File: config.mk
export PLATFORM = sky130hd
export DESIGN_NAME = uart_rx_ctrl
export DESIGN_NICKNAME = d
export VERILOG_FILES = /design/src/rtl/uart_pkg.sv /design/src/rtl/uart_bit_timer.sv /design/src/rtl/uart_rx_ctrl.sv
export SDC_FILE = /design/constraint.sdc
export NUM_CORES = 1
export LEC_CHECK = 0
export ABC_CLOCK_PERIOD_IN_PS = 5200
export CAP_MARGIN = 15
export CORE_MARGIN = 4
export CORE_UTILIZATION = 56
export CTS_CLUSTER_DIAMETER = 40
export CTS_CLUSTER_SIZE = 20
export DETAILED_ROUTE_END_ITERATION = 10
export HOLD_SLACK_MARGIN = 0.06
export PLACE_DENSITY_LB_ADDON = 0.12
export REMOVE_ABC_BUFFERS = 1
export SYNTH_ARGS = -nofsm -noshare
export SYNTH_HDL_FRONTEND = slang
export SYNTH_SLANG_ARGS = --single-unit
File: constraint.sdc
create_clock -name clk -period 5.2 [get_ports clk]
set_clock_uncertainty 0.05 [all_clocks]
set_input_delay 0.52 -clock clk [delete_from_list [all_inputs] [get_ports clk]]
set_output_delay 0.52 -clock clk [all_outputs]
set_load 0.02 [all_outputs]
File: src/rtl/uart_pkg.sv
// Shared UART definitions: receiver FSM encoding, default bit-time width
// and frame-length limits used by the receive sequencer and its bit timer.
package uart_pkg;

    localparam int BTC_W_DEF = 19;
    localparam int NBITS_MIN = 8;
    localparam int NBITS_MAX = 10;
    localparam int BITCNT_W  = $clog2(NBITS_MAX + 1);

    typedef enum logic [1:0] {
        RX_IDLE  = 2'd0,
        RX_START = 2'd1,
        RX_DATA  = 2'd2,
        RX_BREAK = 2'd3
    } rx_state_t;

    // Bits shifted after the start bit: data bits, optional parity, then stop.
    function automatic logic [BITCNT_W-1:0] frameBits(input logic eight, input logic pen);
        frameBits = BITCNT_W'(NBITS_MIN) + BITCNT_W'(eight) + BITCNT_W'(pen);
    endfunction

    function automatic logic [BITCNT_W-1:0] dataBits(input logic eight);
        dataBits = BITCNT_W'(NBITS_MIN - 1) + BITCNT_W'(eight);
    endfunction

endpackage

File: src/rtl/uart_bit_timer.sv
// Bit-time counter: counts clk cycles and pulses o_btu on the last cycle of
// an interval of i_target cycles. Shareable between receiver and transmitter.
module uart_bit_timer #(
    parameter int BTC_W = uart_pkg::BTC_W_DEF
) (
    input  logic             clk,
    input  logic             reset,
    input  logic             i_clear,
    input  logic [BTC_W-1:0] i_target,
    output logic             o_btu
);

    logic [BTC_W-1:0] r_btc;
    logic [BTC_W-1:0] w_lastCount;

    assign w_lastCount = i_target - BTC_W'(1);
    assign o_btu       = (r_btc == w_lastCount);

    // Restart on request (state entry) and at every interval boundary.
    always_ff @(posedge clk or posedge reset) begin
        if (reset) begin
            r_btc <= '0;
        end else if (i_clear || o_btu) begin
            r_btc <= '0;
        end else begin
            r_btc <= r_btc + BTC_W'(1);
        end
    end

endmodule

File: src/rtl/uart_rx_ctrl.sv
// UART receive sequencer: start detection, bit-centre shift pulses and frame status.
// Define UART_RX_SYNC_EN to pass rx through a 2-flop synchronizer first.
module uart_rx_ctrl
    import uart_pkg::*;
#(
    parameter int BTC_W = BTC_W_DEF
) (
    input  logic             clk,
    input  logic             reset,
    input  logic             rx,
    input  logic [BTC_W-1:0] k,
    input  logic             eight,
    input  logic             pen,
    input  logic             even,
    input  logic             clr,
    output logic             shift,
    output logic             sdi,
    output logic             rxrdy,
    output logic             perr,
    output logic             ferr,
    output logic             ovf
);

    rx_state_t r_state;
    rx_state_t w_nextState;

    logic w_rxS;
    logic w_btu;
    logic w_timerClear;
    logic w_shift;
    logic w_capture;
    logic w_lastBit;
    logic w_frameDone;

    logic [BTC_W-1:0] w_kClamped;
    logic [BTC_W-1:0] w_target;
    logic [BTC_W-1:0] r_k;
    logic             r_eight;
    logic             r_pen;
    logic             r_even;

    logic [BITCNT_W-1:0] r_bitCnt;
    logic [BITCNT_W-1:0] w_frameBits;
    logic [BITCNT_W-1:0] w_dataBits;
    logic                r_acc;
    logic                r_parBit;

    logic r_rxrdy;
    logic r_perr;
    logic r_ferr;
    logic r_ovf;

`ifdef UART_RX_SYNC_EN
    logic r_sync1;
    logic r_sync2;

    // Reset high so that reset release never looks like a start bit.
    always_ff @(posedge clk or posedge reset) begin
        if (reset) begin
            r_sync1 <= 1'b1;
            r_sync2 <= 1'b1;
        end else begin
            r_sync1 <= rx;
            r_sync2 <= r_sync1;
        end
    end

    assign w_rxS = r_sync2;
`else
    assign w_rxS = rx;
`endif

    // A bit time below 2 would give a zero-length half bit, so it runs as 2.
    assign w_kClamped  = (k < BTC_W'(2)) ? BTC_W'(2) : k;
    assign w_target    = (r_state == RX_START) ? (r_k >> 1) : r_k;
    assign w_frameBits = frameBits(r_eight, r_pen);
    assign w_dataBits  = dataBits(r_eight);
    assign w_lastBit   = (r_bitCnt == (w_frameBits - BITCNT_W'(1)));
    assign w_frameDone = (r_state == RX_DATA) && w_btu && w_lastBit;

    assign w_timerClear = (w_nextState != r_state) ||
                          (r_state == RX_IDLE) || (r_state == RX_BREAK);

    uart_bit_timer #(
        .BTC_W (BTC_W)
    ) u_bitTimer (
        .clk      (clk),
        .reset    (reset),
        .i_clear  (w_timerClear),
        .i_target (w_target),
        .o_btu    (w_btu)
    );

    always_ff @(posedge clk or posedge reset) begin
        if (reset) begin
            r_state <= RX_IDLE;
        end else begin
            r_state <= w_nextState;
        end
    end

    always_comb begin
        w_nextState = r_state;
        w_shift     = 1'b0;
        w_capture   = 1'b0;
        case (r_state)
            RX_IDLE: begin
                if (!w_rxS) begin
                    w_nextState = RX_START;
                    w_capture   = 1'b1;
                end
            end
            RX_START: begin
                if (w_btu) begin
                    w_nextState = w_rxS ? RX_IDLE : RX_DATA;
                end
            end
            RX_DATA: begin
                if (w_btu) begin
                    w_shift = 1'b1;
                    if (w_lastBit) begin
                        w_nextState = w_rxS ? RX_IDLE : RX_BREAK;
                    end
                end
            end
            RX_BREAK: begin
                if (w_rxS) begin
                    w_nextState = RX_IDLE;
                end
            end
            default: begin
                w_nextState = RX_IDLE;
            end
        endcase
    end

    // Frame format is frozen at the start edge so mid-frame changes are ignored.
    always_ff @(posedge clk or posedge reset) begin
        if (reset) begin
            r_k     <= BTC_W'(2);
            r_eight <= 1'b0;
            r_pen   <= 1'b0;
            r_even  <= 1'b0;
        end else if (w_capture) begin
            r_k     <= w_kClamped;
            r_eight <= eight;
            r_pen   <= pen;
            r_even  <= even;
        end
    end

    always_ff @(posedge clk or posedge reset) begin
        if (reset) begin
            r_bitCnt <= '0;
            r_acc    <= 1'b0;
            r_parBit <= 1'b0;
        end else if ((r_state == RX_START) && (w_nextState == RX_DATA)) begin
            r_bitCnt <= '0;
            r_acc    <= 1'b0;
            r_parBit <= 1'b0;
        end else if (w_shift) begin
            r_bitCnt <= r_bitCnt + BITCNT_W'(1);
            if (r_bitCnt < w_dataBits) begin
                r_acc <= r_acc ^ w_rxS;
            end
            if (r_pen && (r_bitCnt == w_dataBits)) begin
                r_parBit <= w_rxS;
            end
        end
    end

    // A completing frame takes priority over a simultaneous clear.
    always_ff @(posedge clk or posedge reset) begin
        if (reset) begin
            r_rxrdy <= 1'b0;
            r_perr  <= 1'b0;
            r_ferr  <= 1'b0;
            r_ovf   <= 1'b0;
        end else if (w_frameDone) begin
            r_rxrdy <= 1'b1;
            r_ovf   <= r_ovf | r_rxrdy;
            r_ferr  <= ~w_rxS;
            r_perr  <= r_pen & (r_acc ^ r_parBit ^ ~r_even);
        end else if (clr) begin
            r_rxrdy <= 1'b0;
            r_perr  <= 1'b0;
            r_ferr  <= 1'b0;
            r_ovf   <= 1'b0;
        end
    end

    assign shift = w_shift;
    assign sdi   = w_rxS;
    assign rxrdy = r_rxrdy;
    assign perr  = r_perr;
    assign ferr  = r_ferr;
    assign ovf   = r_ovf;

endmodule

==> run_results.csv <==
group,metric,value,unit
finish,area_delta_synth_final,13.0,%
global_routing,grtUsageTotal,22.3,%
flow_run,drv_cap,0,
setup_path,endpoint_kind,"primary output",
route,drc,0,
route,wire_per_inst,16.9,um
pwr,vdd_drop_max,0.223,mV
setup_path,required,4.63,ns
sta,fmax,210,MHz
logic_synthesis,yosysUniqueCellTypes,65,
finish,diodes,0,
route,antenna_left,0,
die,pin_count,32,
global_routing,grt_max_degree,54,
route,first_iter_violations,216,
sta,slew_viol_final,0,
setup_path,cpPeakStageDelay,0.64,ns
sta,setup_violations,0,
cts,cts_sinks,53,
place,place_congestion,0.915,
place,dp_hpwl,5940,um
run_status,outcome,"completed",
global_routing,antenna_found_initial,0,
min_path,min_path_type,"reg2reg",
global_routing,grt_pass1_vias,2733,
sta,timing.slew.headroom,42.2,%
cts,hold_buffers,0,
finish,layout_common_cells,"52 x dfrtp_1, 36 x nor2_1, 31 x clkdlybuf4s50_1, 27 x xnor2_1, 20 x nand2_1",
logic_synthesis,ys_warn_count,0,
cts,clk_latency,0.31,ns
die,die-height,87.8,um
route,num_vias,2938,
route,firstDrtPassIters,4,
route,routed_wl,8070,um
sta,hold_violations,0,
logic_synthesis,synthArstFlopShare,100,%
die,start_util,58.8,%
die,rows,28,
logic_synthesis,syn_inst,382,
finish,drive_gt1_share,11.7,%
finish,stdcell_area,0.00403,mm^2
pwr,cellLeakagePower,1.65,nW
logic_synthesis,syn_area,0.00357,mm^2
cts,ctsResizeCount,0,
global_routing,grt_pass1_wl,13400,um
logic_synthesis,synth_edf_count,0,
setup_path,crit_fanout,11,
setup_path,cp-start-kind,"flop",
logic_synthesis,synth_seq_cells,53,
sta,hold_ws,0.473,ns
cts,h-tree-depth,2,
sta,rsz0062_at_grt,"no",
cts,cts_setup_buffers,0,
cts,clkTransAtPathRegs,0.10,ns
cts,cts_tree,"yes",
logic_synthesis,ys.flop_type,"dfrtp_1",
die,die_area,0.00771,mm^2
die,die_x,87.8,um
setup_path,crit_arrival,4.20,ns
logic_synthesis,synth.yosys.seq_area_share,37.2,%
finish,nFillCells,515,
cts,cts_buffer_depth,2,
sta,period_minus_slack,4.77,ns
route,viasPerCell,6.15,
setup_path,crit_chain,"nor2b_2 -> mux2i_1 -> ha_1 -> o2111ai_1 -> nor4_2 -> nor3_1 -> or3b_1 -> nor4_1 -> nand4_1 -> nor3_2 -> clkdlybuf4s50_1",
sta,setup_tns,0,ns
finish,final_common_cell,"dfrtp_1",
finish,layout.nets,436,
sta,worst-slew-pin-transition,0.862,ns
setup_path,cpMaxStageDelayCell,"clkdlybuf4s50_1",
global_routing,gr-total-overflow,0,
die,core_area,0.00606,mm^2
logic_synthesis,synth_area_per_cell,9.33,um^2
setup_path,crit_type,"reg2out",
sta,fin_crit_sh,91.7,%
pwr,p_per_area,254,mW/mm^2
cts,cts-buffers-inserted,5,
cts,ctsRootBufferMaster,"clkbuf_8",
place,io_buffers,31,
place,placed_cell_area,0.00389,mm^2
-- report_power, final --
part	internal [mW]	switching [mW]	leakage, nW
Combinational	0.115	0.104	0.918
Clock	0.157	0.141	0.0574
Sequential	0.450	0.0557	0.670
-- logic make-up after synthesis --
logic type	Yosys count	share of synthesized area, %
xor+xnor	44	11.2
fa+ha+maj	8	2.81
compound gates	68	13.3
buf+inv	36	4.70
flops	53	37.2
mux	29	8.77
simple gates	144	22.0
-- state kept, by name, indices dropped and copies added (netlist names) --
| name | flops |
|---|---|
| ferr | 1 |
| ovf | 1 |
| perr | 1 |
| r_acc | 1 |
| r_bitCnt | 4 |
| r_eight | 1 |
| r_even | 1 |
| r_k | 19 |
| r_parBit | 1 |
| r_pen | 1 |
| r_state | 2 |
| rxrdy | 1 |
| u_bitTimer.r_btc | 19 |
-- layer usage --
metal	up-vias	wire, um	global-route usage [%]
met1	1432	3790	32.4
met4	0	86	5.02
met3	6	365	3.10
met5	-	0	0
li1	1422	-	-
met2	78	3830	35.4
-- path summary, 6_finish.rpt --
path	startpoint	to	slack (ns)	depth (start not counted)
worst min register to register	r_acc$_DFFE_PP0P_	r_acc$_DFFE_PP0P_	0.47	1
worst max-delay path	r_state[0]$_DFF_PP0_	shift	0.43	11
worst min-delay path	r_acc$_DFFE_PP0P_	r_acc$_DFFE_PP0P_	0.47	1
max in group asynchronous	reset	u_bitTimer.r_btc[9]$_DFF_PP0_	4.07	3
worst max register to register	r_state[0]$_DFF_PP0_	u_bitTimer.r_btc[7]$_DFF_PP0_	1.24	12
min in group asynchronous	reset	r_acc$_DFFE_PP0P_	0.50	2
-- area by class of cell --
class                      count  area [um^2]  share of cell area [%]
clock buffer                   6         82.6                    2.05
clock inverter                 2         37.5                   0.932
inverter                      13         48.8                    1.21
multi-input combinational    293         2080                    51.6
sequential                    53         1330                    33.0
tap                           75         93.8                    2.33
timing repair buffer          36          360                    8.94
-- cells in the mapped netlist (all sizes together), types with 4 or more instances --
master / n / area [um^2]
nand3: 15 / 75.1
xor2: 16 / 140
nor3: 11 / 60.1
inv: 13 / 48.8
and2: 4 / 25.0
xnor2: 27 / 236
a21oi: 9 / 45.0
nor4: 9 / 68.8
nor2: 36 / 135
buf: 9 / 66.3
nand4: 7 / 43.8
or4: 5 / 41.3
nor2b: 5 / 31.3
clkbuf: 14 / 52.6
o31ai: 4 / 30.0
and3: 12 / 75.1
mux2: 18 / 203
nand2: 20 / 75.1
o21ai: 18 / 93.8
a21o: 4 / 30.0
mux2i: 11 / 110
ha: 8 / 100
dfrtp: 52 / 1300
-- stage by stage --
stage	util, %	std cells	setup WS [ns]	power (mW)
after floorplan	-	359	0.127	0.661
after global placement	64.2	469	1.01	0.722
after detailed placement	64.2	469	0.878	0.730
after CTS	66.1	477	0.519	1.03
after global routing	66.5	478	0.236	1.08
final	66.5	478	0.432	1.02
-- worst max-delay path: cells and delay by family (launching register included) --
kind / cells / cell delay [ns]
compound gates: 1 / 0.29
fa+ha+maj: 1 / 0.30
buf+inv: 1 / 0.64
flops: 1 / 0.54
mux: 1 / 0.28
simple gates: 7 / 1.83
Power figures use the tool's default switching activity.
